## config.mk

```make
export PLATFORM = sky130hd
export DESIGN_NAME = fetch_queue
export DESIGN_NICKNAME = d
export VERILOG_FILES = /design/src/rtl/cpu_pkg.sv /design/src/rtl/fetch_fifo.sv /design/src/rtl/fetch_fifo_chk.sv /design/src/rtl/fetch_queue.sv
export SDC_FILE = /design/constraint.sdc
export NUM_CORES = 1
export LEC_CHECK = 0
export CAP_MARGIN = 20
export CELL_PAD_IN_SITES_DETAIL_PLACEMENT = 1
export CELL_PAD_IN_SITES_GLOBAL_PLACEMENT = 2
export CORE_MARGIN = 8
export CORE_UTILIZATION = 40
export DETAILED_ROUTE_END_ITERATION = 10
export GPL_ROUTABILITY_DRIVEN = 0
export PLACE_DENSITY = 0.85
export SYNTH_ARGS = -nofsm -noshare
export SYNTH_HDL_FRONTEND = slang
export SYNTH_SLANG_ARGS = --single-unit
```

## constraint.sdc

```tcl
create_clock -name clk -period 2.6 [get_ports clk]
set_clock_uncertainty 0.15 [all_clocks]
set_input_delay 0.39 -clock clk [delete_from_list [all_inputs] [get_ports clk]]
set_output_delay 0.39 -clock clk [all_outputs]
set_load 0.01 [all_outputs]
```

## src/rtl/cpu_pkg.sv

```systemverilog
// Shared fetch-path types: FSM state encoding, FIFO entry layout and a saturating counter helper.
package cpu_pkg;

  localparam int          INSTR_W         = 32;
  localparam int          PC_W            = 32;
  localparam logic [31:0] PC_STEP_DEFAULT = 32'd4;

  typedef enum logic [1:0] {
    BOOT   = 2'd0,
    RUN    = 2'd1,
    DRAIN  = 2'd2,
    HALTED = 2'd3
  } fetch_state_t;

  typedef struct packed {
    logic [INSTR_W-1:0] instr;
    logic [PC_W-1:0]    pc;
  } fetch_entry_t;

  // Statistics counters stick at all-ones instead of wrapping.
  function automatic logic [31:0] sat_inc(input logic [31:0] value, input logic [31:0] delta);
    logic [32:0] sum;
    sum = {1'b0, value} + {1'b0, delta};
    return sum[32] ? 32'hFFFF_FFFF : sum[31:0];
  endfunction

endpackage

```

## src/rtl/fetch_fifo.sv

```systemverilog
// DEPTH-entry synchronous FIFO of fetch entries with push/pop/clear; the head is read straight
// from storage so it holds while not popped.
module fetch_fifo
  import cpu_pkg::*;
#(
  parameter  int DEPTH = 4,
  localparam int AW    = $clog2(DEPTH),
  localparam int CW    = AW + 1
) (
  input  logic         clk,
  input  logic         reset,
  input  logic         clear,
  input  logic         push,
  input  fetch_entry_t push_data,
  input  logic         pop,
  output fetch_entry_t head,
  output logic [CW-1:0] count,
  output logic         full,
  output logic         empty
);

  localparam logic [CW-1:0] FULL_CNT = CW'(DEPTH);

  fetch_entry_t  mem_r [DEPTH];
  logic [AW-1:0] wr_ptr_r;
  logic [AW-1:0] rd_ptr_r;
  logic [CW-1:0] count_r;
  logic          do_push_s;
  logic          do_pop_s;

  // A push into a full FIFO is accepted only when a pop frees a slot in the same cycle.
  always_comb begin
    do_pop_s  = pop && (count_r != '0);
    do_push_s = push && ((count_r != FULL_CNT) || do_pop_s);
  end

  // Pointer and occupancy tracking; clear wins over push and pop.
  always_ff @(posedge clk or negedge reset) begin
    if (!reset) begin
      wr_ptr_r <= '0;
      rd_ptr_r <= '0;
      count_r  <= '0;
    end else if (clear) begin
      wr_ptr_r <= '0;
      rd_ptr_r <= '0;
      count_r  <= '0;
    end else begin
      if (do_push_s) wr_ptr_r <= wr_ptr_r + AW'(1);
      if (do_pop_s)  rd_ptr_r <= rd_ptr_r + AW'(1);
      if (do_push_s && !do_pop_s)      count_r <= count_r + CW'(1);
      else if (!do_push_s && do_pop_s) count_r <= count_r - CW'(1);
    end
  end

  // Entry storage, reset to zero so the head reads as zero out of reset.
  always_ff @(posedge clk or negedge reset) begin
    if (!reset) begin
      for (int i = 0; i < DEPTH; i++) mem_r[i] <= '0;
    end else if (do_push_s && !clear) begin
      mem_r[wr_ptr_r] <= push_data;
    end
  end

  assign head  = mem_r[rd_ptr_r];
  assign count = count_r;
  assign full  = (count_r == FULL_CNT);
  assign empty = (count_r == '0);

  fetch_fifo_chk #(.DEPTH(DEPTH), .CW(CW)) u_chk (
    .clk   (clk),
    .reset (reset),
    .clear (clear),
    .push  (push),
    .pop   (pop),
    .count (count_r)
  );

endmodule

```

## src/rtl/fetch_fifo_chk.sv

```systemverilog
// Protocol checker for fetch_fifo: flags a push into a full FIFO that no pop makes room for.
module fetch_fifo_chk #(
  parameter int DEPTH = 4,
  parameter int CW    = 3
) (
  input logic          clk,
  input logic          reset,
  input logic          clear,
  input logic          push,
  input logic          pop,
  input logic [CW-1:0] count
);

  localparam logic [CW-1:0] FULL_CNT = CW'(DEPTH);

  no_overflow: assert property (@(posedge clk) disable iff (!reset)
    !(push && !clear && !pop && (count == FULL_CNT)));

  count_in_range: assert property (@(posedge clk) disable iff (!reset)
    count <= FULL_CNT);

endmodule

```

## src/rtl/fetch_queue.sv

```systemverilog
// Instruction-fetch front end: PC generation, credit-limited reads, FIFO buffering, redirect and halt.
// Optional FETCH_STATS_EN adds saturating fetched/flushed counters.
module fetch_queue
  import cpu_pkg::*;
#(
  parameter  int          DEPTH    = 4,
  parameter  logic [31:0] RESET_PC = 32'h0000_0000,
  parameter  logic [31:0] PC_STEP  = PC_STEP_DEFAULT,
  localparam int          AW       = $clog2(DEPTH),
  localparam int          CW       = AW + 1
) (
  input  logic        clk,
  input  logic        reset,
  output logic [31:0] mem_addr,
  output logic        mem_read,
  input  logic [31:0] mem_rdata,
  input  logic        redirect,
  input  logic [31:0] redirect_pc,
  input  logic        halt,
  output logic [31:0] instr,
  output logic [31:0] instr_pc,
  output logic        instr_valid,
  input  logic        instr_ready,
  output logic        halted
`ifdef FETCH_STATS_EN
  ,
  output logic [31:0] stat_fetched,
  output logic [31:0] stat_flushed
`endif
);

  localparam logic [CW:0] DEPTH_W = (CW+1)'(DEPTH);

  fetch_state_t  state_r;
  logic [31:0]   fetch_pc_r;
  logic [31:0]   inflight_pc_r;
  logic          inflight_r;
  logic          issue_s;
  logic          push_s;
  logic          pop_s;
  logic [CW:0]   credit_used_s;
  logic [CW-1:0] count_s;
  logic          full_s;
  logic          empty_s;
  fetch_entry_t  head_s;
  fetch_entry_t  push_entry_s;

  // Words queued plus the one in flight must stay below DEPTH, so a return always finds a slot.
  always_comb begin
    credit_used_s      = {1'b0, count_s} + {{CW{1'b0}}, inflight_r};
    issue_s            = (state_r == RUN) && !redirect && !full_s && (credit_used_s < DEPTH_W);
    push_s             = inflight_r && !redirect;
    pop_s              = !empty_s && instr_ready;
    push_entry_s.instr = mem_rdata;
    push_entry_s.pc    = inflight_pc_r;
  end

  // PC generation and in-flight tracking; a redirect kills the return by suppressing its push.
  always_ff @(posedge clk or negedge reset) begin
    if (!reset) begin
      fetch_pc_r    <= RESET_PC;
      inflight_r    <= 1'b0;
      inflight_pc_r <= '0;
    end else begin
      inflight_r <= issue_s;
      if (issue_s) inflight_pc_r <= fetch_pc_r;
      if (redirect)     fetch_pc_r <= redirect_pc;
      else if (issue_s) fetch_pc_r <= fetch_pc_r + PC_STEP;
    end
  end

  // Fetch FSM; redirect overrides every state except the single post-reset BOOT cycle.
  always_ff @(posedge clk or negedge reset) begin
    if (!reset) begin
      state_r <= BOOT;
    end else if (redirect && (state_r != BOOT)) begin
      state_r <= halt ? HALTED : RUN;
    end else begin
      case (state_r)
        BOOT:    state_r <= RUN;
        RUN:     if (halt) state_r <= DRAIN;
        DRAIN:   if (!inflight_r) state_r <= HALTED;
        HALTED:  if (!halt) state_r <= RUN;
        default: state_r <= BOOT;
      endcase
    end
  end

  fetch_fifo #(.DEPTH(DEPTH)) u_fifo (
    .clk       (clk),
    .reset     (reset),
    .clear     (redirect),
    .push      (push_s),
    .push_data (push_entry_s),
    .pop       (pop_s),
    .head      (head_s),
    .count     (count_s),
    .full      (full_s),
    .empty     (empty_s)
  );

  assign mem_read    = issue_s;
  assign mem_addr    = fetch_pc_r;
  assign instr       = head_s.instr;
  assign instr_pc    = head_s.pc;
  assign instr_valid = !empty_s;
  assign halted      = (state_r == HALTED) && halt;

`ifdef FETCH_STATS_EN
  logic [31:0] stat_fetched_r;
  logic [31:0] stat_flushed_r;
  logic [31:0] flush_amt_s;

  // Entries still queued after an honoured pop, plus the killed in-flight word.
  always_comb begin
    flush_amt_s = 32'(count_s) - {31'd0, pop_s} + {31'd0, inflight_r};
  end

  // Saturating statistics counters.
  always_ff @(posedge clk or negedge reset) begin
    if (!reset) begin
      stat_fetched_r <= '0;
      stat_flushed_r <= '0;
    end else begin
      if (push_s)   stat_fetched_r <= sat_inc(stat_fetched_r, 32'd1);
      if (redirect) stat_flushed_r <= sat_inc(stat_flushed_r, flush_amt_s);
    end
  end

  assign stat_fetched = stat_fetched_r;
  assign stat_flushed = stat_flushed_r;
`endif

endmodule

```

-- After elaboration in Yosys (flattened, before gate mapping)
Index checks and enable logic that the tools add are counted.
- bits in latches: 0
- ROM bits: 0
- word-level logic and storage cells: 84
- bits in writable memories: 0
- register bits after elaboration: 330
- bits of input ports: 69
- memories kept: 0
- output and inout bits: 99
- $lt $le $gt $ge: 4
- shifts and indexed selects: 0
- multiplexer cells: 21
- div/mod/pow operators: 0
- bitwise gates (word level): 2
- $mul: 0
- reductions and logical operators: 28
- $add $sub $neg: 6
- equal/unequal tests: 8
- operators with widths (cell ; count):
    256-bit bitwise mux ; 1
    64-bit two-way mux ; 3
    64-bit binary-select mux with 2-bit select ; 1
    64-bit demux with 2-bit select ; 1
    32-bit two-way mux ; 2
    32-bit by 3-bit adder with 32-bit output (second input constant) ; 1
    2-bit two-way mux ; 9
    1-bit logical AND ; 13
    3-bit two-way mux ; 3
    3-bit inequality test (second input constant) ; 3
    2-bit case mux with 4 select lines ; 1
    2-bit nonzero test ; 4
    3-bit >= comparator (second input constant) ; 2
    2-bit inverter with 3-bit output ; 2
    3-bit nonzero test ; 2
    1-bit zero test ; 5
    2-bit by 1-bit adder with 2-bit output (second input constant) ; 2
    3-bit by 1-bit adder with 4-bit output ; 1
    2-bit equality test (second input constant) ; 2
    4-bit by 3-bit < comparator with 1-bit output (second input constant) ; 1
    3-bit by 1-bit adder with 3-bit output (second input constant) ; 1
    3-bit equality test (second input constant) ; 1
    3-bit zero test ; 1
    3-bit by 1-bit < comparator with 1-bit output (second input constant) ; 1
    other kinds (6) ; 6

-- Longest topological paths before layout
- depth in word-level cells: 11
- gate-level depth with buffers: 8
- depth with buffers taken out: 6

-- Modules after synthesis
A second synthesis with hierarchy kept.
- cell total of the unflattened synthesis: 1063
- area, all modules: 14923.1 µm²
- by module, submodules not included (module ; cells each ; instances ; area each (µm²) ; sequential area each (µm²)):
    fetch_fifo ; 682 ; 1 ; 11519.8 ; 6581.3
    fetch_queue ; 381 ; 1 ; 3403.3 ; 1676.6

-- Worst setup path before layout
Ideal clock, no wire load.
- kind: reg-to-reg
- from: reg state_r[1]
- to: reg fetch_pc_r[25], in the netlist mem_addr[25]
- library setup time: 0.082 ns
- arrival: 2.059 ns
- cell stages (with the launch flop): 8
- data required time: 2.368 ns
- setup slack: 0.310 ns
- path buffers: 1
- period minus slack after synthesis: 2.290 ns
- cell sequence: dfrtp_1 inv_1 ha_1 nand2b_2 or4_1 buf_2 or4_1 a31oi_1
- word-level cells in the longest chain between the ends: 5
- RTL lines (item ; line ; text):
    start, declared ; fetch_queue.sv:34 ; fetch_state_t state_r;
    start signal, assigned ; fetch_queue.sv:77 ; state_r <= halt ? HALTED : RUN;
    2-bit by 1-bit equality test with 1-bit output ; fetch_queue.sv:51 ; issue_s = (state_r == RUN) && !redirect && !full_s && (credit_used_s < DEPTH_W);
    1-bit logical AND (3 in series) ; fetch_queue.sv:51 ;
    2-bit nonzero test (no line) ; -- ;
    end signal, assigned ; fetch_queue.sv:67 ; if (redirect) fetch_pc_r <= redirect_pc;
    end signal, assigned ; fetch_queue.sv:68 ; else if (issue_s) fetch_pc_r <= fetch_pc_r + PC_STEP;
    end, declared ; fetch_queue.sv:35 ; logic [31:0] fetch_pc_r;
No other way between the ends.
A chain may end at the register's enable or synchronous reset.

-- Final worst setup path
- from: reg u_fifo.rd_ptr_r[0]
- to: out instr[16]
- word-level cells in the longest chain between the ends: 4
- RTL lines (item ; line ; text):
    start, declared ; fetch_fifo.sv:26 ; logic [AW-1:0] rd_ptr_r;
    start signal, assigned ; fetch_fifo.sv:49 ; if (do_pop_s) rd_ptr_r <= rd_ptr_r + AW'(1);
    2-bit inverter with 3-bit output (not written as such) ; fetch_fifo.sv:64 ; assign head = mem_r[rd_ptr_r];
    64-bit binary-select mux with 2-bit select ; fetch_fifo.sv:64 ;
    64-bit two-way mux (not written as such) (2 in series) ; fetch_fifo.sv:64 ;
    end, declared ; fetch_queue.sv:20 ; output logic [31:0] instr,
No other way between the ends. The select of a mux whose other input is x is not followed.

==> flow_metrics.tcl <==
set metrics [dict create \
    status "complete, but fails checks" \
    violations "negative setup slack" \
    hp-class "in -> async" \
    cts_root_buf "clkbuf_16" \
    peakVddDrop_uv 404.2 \
    whs_ns 0.2674 \
    critPathBufInv 4 \
    portBuffers 167 \
    synth_ff_type "dfrtp_1" \
    maxCapViolCount 0 \
    cts_tree "built" \
    cts-buffers-inserted 37 \
    rsz0062_at_grt "true" \
    setup_viol 4 \
    grt_pass1_vias 10374 \
    drt_iter0_drc 351 \
    setup_slack_ns -0.01047 \
    clock_latency_ns 0.51 \
    yosysWarningCount 0 \
    yosysUniqueCellTypes 49 \
    drc_errors 0 \
    layout_worst_path_cycle_share_pct 100.4 \
    grt_first_pass_wirelength_um 62030 \
    gr-usage-all-layers_pct 17.88 \
    power_density_mw_per_mm2 1100 \
    critPathLaunch "u_fifo.rd_ptr_r[0]" \
    nFillCells 3507 \
    drive_above_1_share_pct 44.01 \
    slew_headroom_pct 56.04 \
    finalPower_mw 20.77 \
    path_max_fanout 9 \
    start_util_pct 40.38 \
    die_width_um 207.5 \
    ys_ff_latch 330 \
    required_ns 2.06 \
    synthesis.area_mm2 0.01468 \
    min_period_ns 2.610 \
    post-dp-hpwl_um 25650 \
    fin_nets 1281 \
    pin_count 168 \
    area_delta_synth_final_pct 28.70 \
    syn_nets 1049 \
    n_antenna_cell 0 \
    clock.fmax_ghz 0.3831 \
    drt_wl_total_um 37960 \
    path_clk_slew_ns 0.06 \
    syn_inst 970 \
    crit_top_cell "buf_12" \
    clkPwrFrac_pct 24.7 \
    drv_slew 0 \
    drtPass1Iterations 4 \
    numClockSinks 330 \
    htreeDepth 2 \
    avgSynthCellArea_um2 15.13 \
    worstMarginPinSlew_ns 0.6594 \
    die-area_mm2 0.04307 \
    worst_ep_arrival_time_ns 2.07 \
    p_int_mw 14.52 \
    hold_violations 0 \
    p_leak_nw 8.466 \
    ys_seq_area_share_pct 56.27 \
    grt_max_degree 76 \
    switching_power_mw 6.256 \
    vias 9219 \
    grt_overflow 0 \
    critPathTopFamily "buffers and inverters" \
    row_count 70 \
    slowest_stage "dfrtp_4" \
    vias_per_cell 5.439 \
    criticalPathCategory "reg -> out" \
    path_cells "buf_4 > buf_12 > buf_12 > mux4_2 > buf_6" \
    synth-async-reset-ratio_pct 100.0 \
    synth_edf_count 0 \
    ant_nets 0 \
    coreArea_mm2 0.03635 \
    die_h_um 207.5 \
    rr_startpoint "state_r[1]" \
    antenna_found_initial 1 \
    wl_per_cell_um 22.39 \
    cp-end-kind "output port" \
    cp-start-kind "flop" \
    switching_share_pct 30.12 \
    max_stage_delay_ns 0.54 \
    comb_power_share_pct 35.7 \
    clockBufferDepth 3 \
    power_frac_seq_pct 39.5 \
]
==> metrics by stage <==
stage	setup TNS, ns	area (µm²)	worst slack, ns	std cells	util, %
detailed placement	-37.91	17420	-0.2266	1607	47.93
global route	-0.7449	18890	-0.07587	1695	51.96
finish	-0.02460	18890	-0.01047	1695	51.96
global placement	-28.36	17420	-0.1686	1607	47.93
floorplan	0	14680	0.3096	970	-
CTS	-0.7631	18940	-0.05140	1698	52.12
==> Yosys cell counts (all sizes together) (4+ instances only) <==
master | number | area share, %
nand3 | 14 | 0.48
nor4 | 4 | 0.17
o211ai | 4 | 0.20
o31ai | 13 | 0.66
a31oi | 15 | 0.64
o21ai | 15 | 0.51
nand2 | 35 | 0.90
clkbuf | 17 | 0.43
dfrtp | 330 | 56
mux2 | 292 | 22
inv | 12 | 0.31
buf | 42 | 1.4
ha | 9 | 0.77
nand4 | 8 | 0.43
nor3 | 5 | 0.20
xnor2 | 11 | 0.66
mux4 | 64 | 9.8
or3 | 6 | 0.26
or4 | 15 | 0.77
nor2 | 23 | 0.59
==> layout make-up <==
type,count,area [µm²],share of cell area (%)
Multi-Input combinational cell,568,6156,32.59
Clock inverter,11,122.6,0.6492
Inverter,13,48.80,0.2584
Tap cell,468,585.6,3.100
Sequential cell,330,8265,43.76
Clock buffer,53,1086,5.750
Timing Repair Buffer,252,2623,13.89
==> power by group through the flow <==
| stage | combinational, mW | sequential (mW) | clock, mW |
|---|---|---|---|
| after floorplan | 4.28 | 7.76 | 0 |
| after global placement | 7.11 | 8.08 | 0 |
| after detailed placement | 7.32 | 8.28 | 0 |
| after CTS | 7.66 | 8.20 | 5.29 |
| after global routing | 8.02 | 8.46 | 5.50 |
| final | 7.42 | 8.21 | 5.13 |
==> worst paths after layout <==
kind / endpoint / slack [ns] / depth (start not counted)
min in group clk: mem_addr[14] / 0.29 / 3
setup reg to reg: mem_addr[17] / 0.17 / 7
hold / removal: mem_addr[24] / 0.27 / 2
max in group asynchronous: u_fifo.mem_r[226] / 1.20 / 3
hold reg to reg: u_fifo.mem_r[36] / 0.34 / 1
setup / recovery: instr[16] / -0.01 / 5
==> state kept, by name (all words and copies together), names as in the netlist <==
| name | flops |
|---|---|
| inflight_pc_r | 32 |
| u_fifo.count | 3 |
| u_fifo.wr_ptr_r | 2 |
| state_r | 2 |
| u_fifo.mem_r | 256 |
| mem_addr | 32 |
| inflight_r | 1 |
| u_fifo.rd_ptr_r | 2 |
==> placed cells by master, fill, tap and decap left out, types with 5 or more instances in the layout <==
cell and n:
buf_12 25, clkbuf_1 6, a31oi_1 15, buf_4 51, mux2_2 253, dfrtp_1 328, mux4_2 64, or3_1 6
o21ai_0 15, buf_16 5, buf_2 29, clkbuf_8 10, nand2_1 31, xnor2_1 11, or4_1 15, o31ai_1 13
clkbuf_16 37, mux2_1 39, nand3_1 14, buf_6 32, nand4_1 6, clkdlybuf4s50_1 101, inv_1 12, ha_1 8
nor2_1 23
==> worst register-to-register path: cells and delay by family, from the launching register on <==
family,cells,cell delay (ns)
simple gates,3,1.07
flops,1,0.41
buf+inv,2,0.36
fa+ha+maj,1,0.19
compound gates,1,0.18
==> per-layer routing <==
layer  track usage (%)  part of all wire, %  up-vias
li1                  -                    -     4099
met1             23.91                   44     4898
met2             29.85                   50      178
met3             3.865                  4.5       42
met4             3.500                  1.5        2
met5                 0                0.034        -
==> cell families after synthesis <==
logic type,Yosys count,synth area share (%)
AO/OA/AOI/OAI,60,2.720
XOR/XNOR,12,0.7162
adder cells (fa/ha/maj),10,0.9038
buffers and inverters,72,2.157
flip-flops,330,56.27
multiplexers,359,32.43
AND/OR/NAND/NOR,127,4.800
==> what timing repair did <==
action                                  CTS  global route
hold endpoints to repair                 66             0
pin swaps                                 1             0
hold buffers                              1             0
gates resized for setup                 288            13
gates cloned                              6             0
endpoints found under the setup margin   65            92
buffers inserted                         20             0
(Power assumes the default switching activity.)
